File: config.mk
export PLATFORM = sky130hd
export DESIGN_NAME = boot_flash_spi_initiator
export DESIGN_NICKNAME = d
export VERILOG_FILES = /design/src/rtl/boot_flash_spi_initiator.sv
export SDC_FILE = /design/constraint.sdc
export NUM_CORES = 1
export LEC_CHECK = 0
export ABC_AREA = 1
export CAP_MARGIN = 10
export CORE_ASPECT_RATIO = 0.9
export CORE_MARGIN = 5
export CORE_UTILIZATION = 35
export CTS_CLUSTER_SIZE = 24
export DETAILED_ROUTE_END_ITERATION = 7
export GPL_TIMING_DRIVEN = 1
export HOLD_SLACK_MARGIN = 0.06
export PLACE_DENSITY = 0.67
export SYNTH_ARGS = -nofsm -noshare
export SYNTH_HDL_FRONTEND = slang
export SYNTH_SLANG_ARGS = --single-unit
File: constraint.sdc
create_clock -name sysClk -period 1.6 [get_ports sysClk]
set_input_delay 0.32 -clock sysClk [delete_from_list [all_inputs] [get_ports sysClk]]
set_output_delay 0.32 -clock sysClk [all_outputs]
set_load 0.005 [all_outputs]
File: src/rtl/boot_flash_spi_initiator.sv
// SPI mode-0 boot-flash initiator: 1..256 byte full-duplex bursts under one CS; CS falls 1 cycle after start, byte period 16*CLK_DIV+1.
// Backpressure: txReady only in LOAD; a txValid stall parks the bus with SCLK low and CS held, no edges.
module boot_flash_spi_initiator #(
   parameter int CLK_DIV = 2
) (
   input  logic       sysClk,
   input  logic       sysReset_n,
   input  logic       start,
   input  logic [8:0] byteCount,
   output logic       busy,
   input  logic [7:0] txData,
   input  logic       txValid,
   output logic       txReady,
   output logic [7:0] rxData,
   output logic       rxValid,
   output logic       done,
   output logic       spiCsB,
   output logic       spiSclk,
   output logic       spiMosi,
   input  logic       spiMiso
);

   localparam logic [8:0] DIV_LAST = 9'(CLK_DIV - 1);
   localparam logic [8:0] GAP_LAST = 9'(2 * CLK_DIV - 1);

   typedef enum logic [2:0] {
      ST_IDLE,
      ST_LOAD,
      ST_LOW,
      ST_HIGH,
      ST_HOLD,
      ST_GAP
   } state_t;

   state_t     state_q, state_d;
   logic [8:0] cnt_q, cnt_d;
   logic [2:0] bit_q, bit_d;
   logic [8:0] remain_q, remain_d;
   logic [7:0] shift_q, shift_d;
   logic       cs_b_q, cs_b_d;
   logic       sclk_q, sclk_d;
   logic       mosi_q, mosi_d;
   logic       busy_q, busy_d;
   logic [7:0] rx_data_q, rx_data_d;
   logic       rx_valid_q, rx_valid_d;
   logic       done_q, done_d;

   always_ff @(posedge sysClk) begin
      if (!sysReset_n) begin
         state_q    <= ST_IDLE;
         cnt_q      <= '0;
         bit_q      <= '0;
         remain_q   <= '0;
         shift_q    <= '0;
         cs_b_q     <= 1'b1;
         sclk_q     <= 1'b0;
         mosi_q     <= 1'b0;
         busy_q     <= 1'b0;
         rx_data_q  <= '0;
         rx_valid_q <= 1'b0;
         done_q     <= 1'b0;
      end else begin
         state_q    <= state_d;
         cnt_q      <= cnt_d;
         bit_q      <= bit_d;
         remain_q   <= remain_d;
         shift_q    <= shift_d;
         cs_b_q     <= cs_b_d;
         sclk_q     <= sclk_d;
         mosi_q     <= mosi_d;
         busy_q     <= busy_d;
         rx_data_q  <= rx_data_d;
         rx_valid_q <= rx_valid_d;
         done_q     <= done_d;
      end
   end

   always_comb begin
      state_d    = state_q;
      cnt_d      = cnt_q;
      bit_d      = bit_q;
      remain_d   = remain_q;
      shift_d    = shift_q;
      cs_b_d     = cs_b_q;
      sclk_d     = sclk_q;
      mosi_d     = mosi_q;
      busy_d     = busy_q;
      rx_data_d  = rx_data_q;
      rx_valid_d = 1'b0;
      done_d     = 1'b0;

      case (state_q)
         ST_IDLE: begin
            if (start && (byteCount != 9'd0)) begin
               remain_d = byteCount;
               cs_b_d   = 1'b0;
               busy_d   = 1'b1;
               state_d  = ST_LOAD;
            end
         end
         ST_LOAD: begin
            if (txValid) begin
               shift_d = txData;
               mosi_d  = txData[7];
               bit_d   = 3'd0;
               cnt_d   = 9'd0;
               state_d = ST_LOW;
            end
         end
         ST_LOW: begin
            if (cnt_q == DIV_LAST) begin
               cnt_d   = 9'd0;
               sclk_d  = 1'b1;
               state_d = ST_HIGH;
            end else begin
               cnt_d = cnt_q + 9'd1;
            end
         end
         ST_HIGH: begin
            if (cnt_q == DIV_LAST) begin
               // MISO is sampled on the same edge that drops SCLK, giving the flash the whole bit to settle.
               cnt_d   = 9'd0;
               sclk_d  = 1'b0;
               shift_d = {shift_q[6:0], spiMiso};
               bit_d   = bit_q + 3'd1;
               if (bit_q == 3'd7) begin
                  rx_data_d  = {shift_q[6:0], spiMiso};
                  rx_valid_d = 1'b1;
                  remain_d   = remain_q - 9'd1;
                  state_d    = (remain_q == 9'd1) ? ST_HOLD : ST_LOAD;
               end else begin
                  mosi_d  = shift_q[6];
                  state_d = ST_LOW;
               end
            end else begin
               cnt_d = cnt_q + 9'd1;
            end
         end
         ST_HOLD: begin
            if (cnt_q == DIV_LAST) begin
               cnt_d   = 9'd0;
               cs_b_d  = 1'b1;
               done_d  = 1'b1;
               state_d = ST_GAP;
            end else begin
               cnt_d = cnt_q + 9'd1;
            end
         end
         ST_GAP: begin
            if (cnt_q == GAP_LAST) begin
               cnt_d   = 9'd0;
               busy_d  = 1'b0;
               state_d = ST_IDLE;
            end else begin
               cnt_d = cnt_q + 9'd1;
            end
         end
         default: begin
            state_d = ST_IDLE;
         end
      endcase
   end

   assign txReady = (state_q == ST_LOAD);
   assign busy    = busy_q;
   assign rxData  = rx_data_q;
   assign rxValid = rx_valid_q;
   assign done    = done_q;
   assign spiCsB  = cs_b_q;
   assign spiSclk = sclk_q;
   assign spiMosi = mosi_q;

endmodule

# == After elaboration in Yosys (flattened, before gate mapping) ==
# Cells that the tools add are included.
# totals
ff_bits,45
latch_bits,0
ram_bits,0
rom_bits,0
elab_cells,90
mem_count,0
# op_classes
addsub,3
multipliers,0
div,0
magnitude_cmp,0
n_eq_ne,17
n_shift,0
n_mux,37
bitwise_logic,0
n_reduce_logical,21
# ops
cell,count
9-bit 2-to-1 mux,6
3-bit 2-to-1 mux,10
9-bit case mux with 3 select lines,1
"9-bit by 1-bit == test with 1-bit output, second input constant",2
3-bit case mux with 6 select lines,1
9-bit case mux with 2 select lines,1
3-bit AND reduction,6
"2-bit != test, second input constant",8
7-bit 2-to-1 mux,2
7-bit case mux with 2 select lines,1
1-bit 2-to-1 mux,10
2-bit nonzero test,5
"9-bit by 1-bit adder with 9-bit output, second input constant",1
"3-bit == test, second input constant",3
"9-bit by 2-bit == test with 1-bit output, second input constant",1
9-bit nonzero test,1
"9-bit by 1-bit subtractor with 9-bit output, second input constant",1
1-bit case mux with 2 select lines,4
4-bit AND reduction,2
"3-bit by 2-bit == test with 1-bit output, second input constant",2
3-bit case mux with 2 select lines,1
6-bit AND reduction,1
2-bit AND reduction,2
"3-bit by 1-bit adder with 3-bit output, second input constant",1
5 further kinds,5

# == Longest topological paths before layout ==
# depth
word_depth,5
depth_mapped,12

# == Least setup slack after synthesis ==
# Ideal clock, no wire load.
# synth_timing
path_type,reg2reg
from,register cnt_q[0]
to,register remain_q[6]
setup_ns,0.113
t_arrival_ns,1.405
t_required_ns,1.487
path_slack_ns,0.083
path_stages_with_launch,11
synth_period_minus_slack_ns,1.517
cell_sequence,dfxtp_1 > ha_1 > nand2_1 > nor2_1 > nand2_2 > nand2_4 > o21a_4 > nand2_2 > buf_6 > nor2_1 > nor2_1
# synth_between
elab_chain_len,3
# synth_rtl
element,line_no,rtl
"start, declared",36,"logic [8:0] cnt_q, cnt_d;"
"start signal, assigned",64,cnt_q <= cnt_d;
9-bit by 1-bit == test with 1-bit output,120,if (cnt_q == DIV_LAST) begin
2-bit != test (no line),n/a,
4-bit AND reduction (no line),n/a,
"end signal, assigned",66,remain_q <= remain_d;
"end, declared",38,"logic [8:0] remain_q, remain_d;"
# Every way passes these cells.
# A chain may end at the register's enable or synchronous reset.

# == Worst setup path in the final report ==
# layout_timing
from,register state_q[2]
to,register remain_q[3]
# layout_between
elab_chain_len,3
# layout_rtl
element,line_no,rtl
"start, declared",35,"state_t state_q, state_d;"
"start signal, assigned",63,state_q <= state_d;
3-bit by 2-bit == test with 1-bit output / 3-bit zero test (equally long branches),92,case (state_q)
2-bit != test (no line) / 2-bit nonzero test (equally long branches),n/a,
4-bit AND reduction (no line),n/a,
# Parallel ways exist; a longest one is shown, timed or not.

==> reports/metrics.csv <==
stage;metric;value;unit
outcome;status;finished, final reports clean;
timing;fin_skew;0.00843;ns
cells_and_area;multi_input_area;1450;µm²
floorplanning;die-area;8900;µm²
cells_and_area;layout_commonest_cell;nand2_1;
min_path;hold_path_end;spiCsB;
cells_and_area;syn2layout_area_growth;37.6;%
cells_and_area;post-route-util;48.9;%
pwr;p_per_area;1160;nW/µm²
clocking;cts_hold_buf;0;
floorplanning;core_area;7000;µm²
clocking;cts_buffer_depth;2;
timing;rsz0062_at_grt;true;
cells_and_area;nets;463;
setup_path;crit_path_max_fanout;6;
routing;viasPerCell;4.77;
routing;drc;0;
placed_design;place_inst;512;
timing;final-setup-viol-count;0;
routing;wire_per_inst;11.9;µm
synthesis;synth_edf_count;0;
pwr;total_power;3.96;mW
synthesis;synth_nets;397;
timing;finalCriticalPeriod;1.53;ns
synthesis;yosysUniqueCellTypes;32;
timing;hold_viol;0;
pwr;irDropWorstVdd;0.484;mV
job;drv_cap;0;
synthesis;ys_ff_latch;45;
global_route;grt_pass1_vias;2305;
timing;worst_slack;0.0736;ns
timing;slew_violations;0;
synthesis;synth_area_per_cell;6.75;µm²
clocking;clock-sinks;45;
setup_path;crit_type;flop to flop;
setup_path;cp.arrival;1.73;ns
clocking;clockRootBuffer;clkbuf_8;
global_route;antenna_found_initial;0;
setup_path;startpoint_type;flop;
placed_design;place_ws;-0.246;ns
placed_design;place_congestion;0.849;
min_path;worstHoldPathType;flop to flop;
timing;relSlewSlack;71.7;%
synthesis;synth_ff_type;dfxtp_1;
floorplanning;fp.dieW;98.9;µm
routing;first_iter_violations;84;
setup_path;rr_worst_depth;9;
setup_path;r2r_slack;0.07;ns
routing;routed_wl;6.29;mm
synthesis;synth_cells;369;
global_route;grt_pass1_wl;10.3;mm
timing;fmax;0.655;GHz
clocking;clkTransAtPathRegs;0.09;ns
placed_design;numPortBuffers;36;
routing;first_pass_iters;4;
timing;worst_pin_slew;0.421;ns
setup_path;critPathCaptureType;flop;
floorplanning;initial_core_util;35.6;%
cells_and_area;diodes;0;
clocking;clock_latency;0.30;ns
setup_path;rr_endpoint;remain_q[3];
setup_path;timing.rr.start;state_q[2];
global_route;grt_start_max_net_pins;26;
setup_path;required;1.80;ns
cells_and_area;fillers;660;
synthesis;syn_area;2490;µm²
placed_design;dpl.hpwl;4.59;mm
floorplanning;die_h;90.0;µm
cells_and_area;final_cells;529;
pwr;p_leak;1.44;nW
min_path;holdCritStartpoint;spiCsB;
timing;fin_crit_sh;95.4;%
routing;vias;2525;
cells_and_area;final-seq-area;910;µm²
synthesis;synth-async-reset-ratio;0;%
routing;detail-route-antenna-nets;0;
global_route;grt-ovfl-total;0;
cells_and_area;final_cell_mix;78 x nand2_1, 52 x nor2_1, 40 x dfxtp_1, 35 x clkdlybuf4s50_1, 29 x buf_4;
cells_and_area;drive_gt1_share;21.8;%
floorplanning;io_pins;37;
global_route;grt_use_total;13.9;%
clocking;cts_tree;yes;
clocking;numCtsBuffers;5;
clocking;htree_levels;2;
synthesis;ys_seq_area_share;36.2;%
synthesis;yosys_warnings;0;
floorplanning;row_count;29;
min_path;hold_depth;2;
[flip-flops by register name, indices dropped and copies added, names as in the netlist]
name / flops
rxValid: 1
busy: 1
cnt_q: 9
spiSclk: 1
rxData: 8
bit_q: 3
shift_q: 7
remain_q: 9
spiCsB: 1
state_q: 3
done: 1
spiMosi: 1
[per-stage QoR]
stage / TNS (ns) / area, µm² / hold slack, ns
after floorplan: 0 / 2490 / 0.444
after global placement: -2.02 / 3100 / 0.460
after detailed placement: -2.64 / 3100 / 0.465
after CTS: 0 / 3240 / 0.480
after global routing: -0.0865 / 3430 / 0.505
final: 0 / 3430 / 0.478
[cells in the mapped netlist (2+ instances only)]
library cell,n,area (µm²)
a21oi_1,21,105
a21oi_2,3,26.3
a31oi_1,7,43.8
buf_2,4,20.0
buf_4,3,22.5
buf_6,2,22.5
clkbuf_1,4,15.0
dfxtp_1,45,901
ha_1,6,75.1
inv_1,25,93.8
inv_2,10,37.5
nand2_1,83,312
nand2_2,11,68.8
nand2_4,3,33.8
nand3_1,24,120
nand4_1,3,18.8
nor2_1,54,203
nor2_2,2,12.5
nor2_4,2,22.5
nor3_1,6,30.0
nor4_1,2,12.5
o21ai_0,35,175
o21ai_1,5,25.0
[power by group]
part           internal [mW]  switching, mW  total, mW
clock                  0.468          0.413      0.881
sequential              1.28          0.126       1.41
combinational          0.706          0.964       1.67
[worst max-delay path: stages (launching register included)]
cell and delay (ns):
dfxtp_4 0.35, buf_6 0.13, inv_4 0.07, nand2_4 0.08, nor2_8 0.23, nand2_4 0.08, o21a_4 0.15, buf_4 0.16
a21oi_1 0.13, nor2_1 0.06
[metal layers]
| layer | up-vias | routed length [µm] | global-route usage (%) |
|---|---|---|---|
| met5 | - | 0 | 0 |
| met2 | 60 | 3020 | 21.9 |
| met1 | 1130 | 2910 | 18.0 |
| li1 | 1331 | - | - |
| met4 | 0 | 40 | 3.87 |
| met3 | 4 | 320 | 4.57 |
[worst max-delay path by stage]
stage | depth (start not counted) | end | slack, ns | start
floorplan | 10 | remain_q[6] | 0.08 | cnt_q[0]
detailed placement | 11 | remain_q[7] | -0.25 | byteCount[5]
CTS | 10 | state_q[2] | 0.005 | cnt_q[1]
finish | 9 | remain_q[3] | 0.07 | state_q[2]
global placement | 10 | remain_q[7] | -0.19 | byteCount[4]
global route | 9 | state_q[2] | -0.02 | state_q[2]
[timing repair]
item	CTS	global route
endpoints found under the setup margin	15	39
gates cloned	0	2
pin swaps	0	7
resized for setup	7	34
setup buffers	1	6
hold endpoints to repair	0	0
[kinds of logic after synthesis]
family / after synthesis / share of synthesized area, %
flip-flops: 45 / 36.2
buffers and inverters: 48 / 8.49
XOR/XNOR: 1 / 0.352
adder cells (fa/ha/maj): 6 / 3.01
AND/OR/NAND/NOR: 194 / 35.3
AO/OA/AOI/OAI: 75 / 16.6
[cell type report]
class	instances	area share, %
inverter	35	3.98
clock buffer	5	2.01
multi-input combinational	276	42.4
tap	93	3.40
clock inverter	3	1.35
timing repair buffer	72	20.3
sequential	45	26.6
Power figures use the tool's default switching activity.
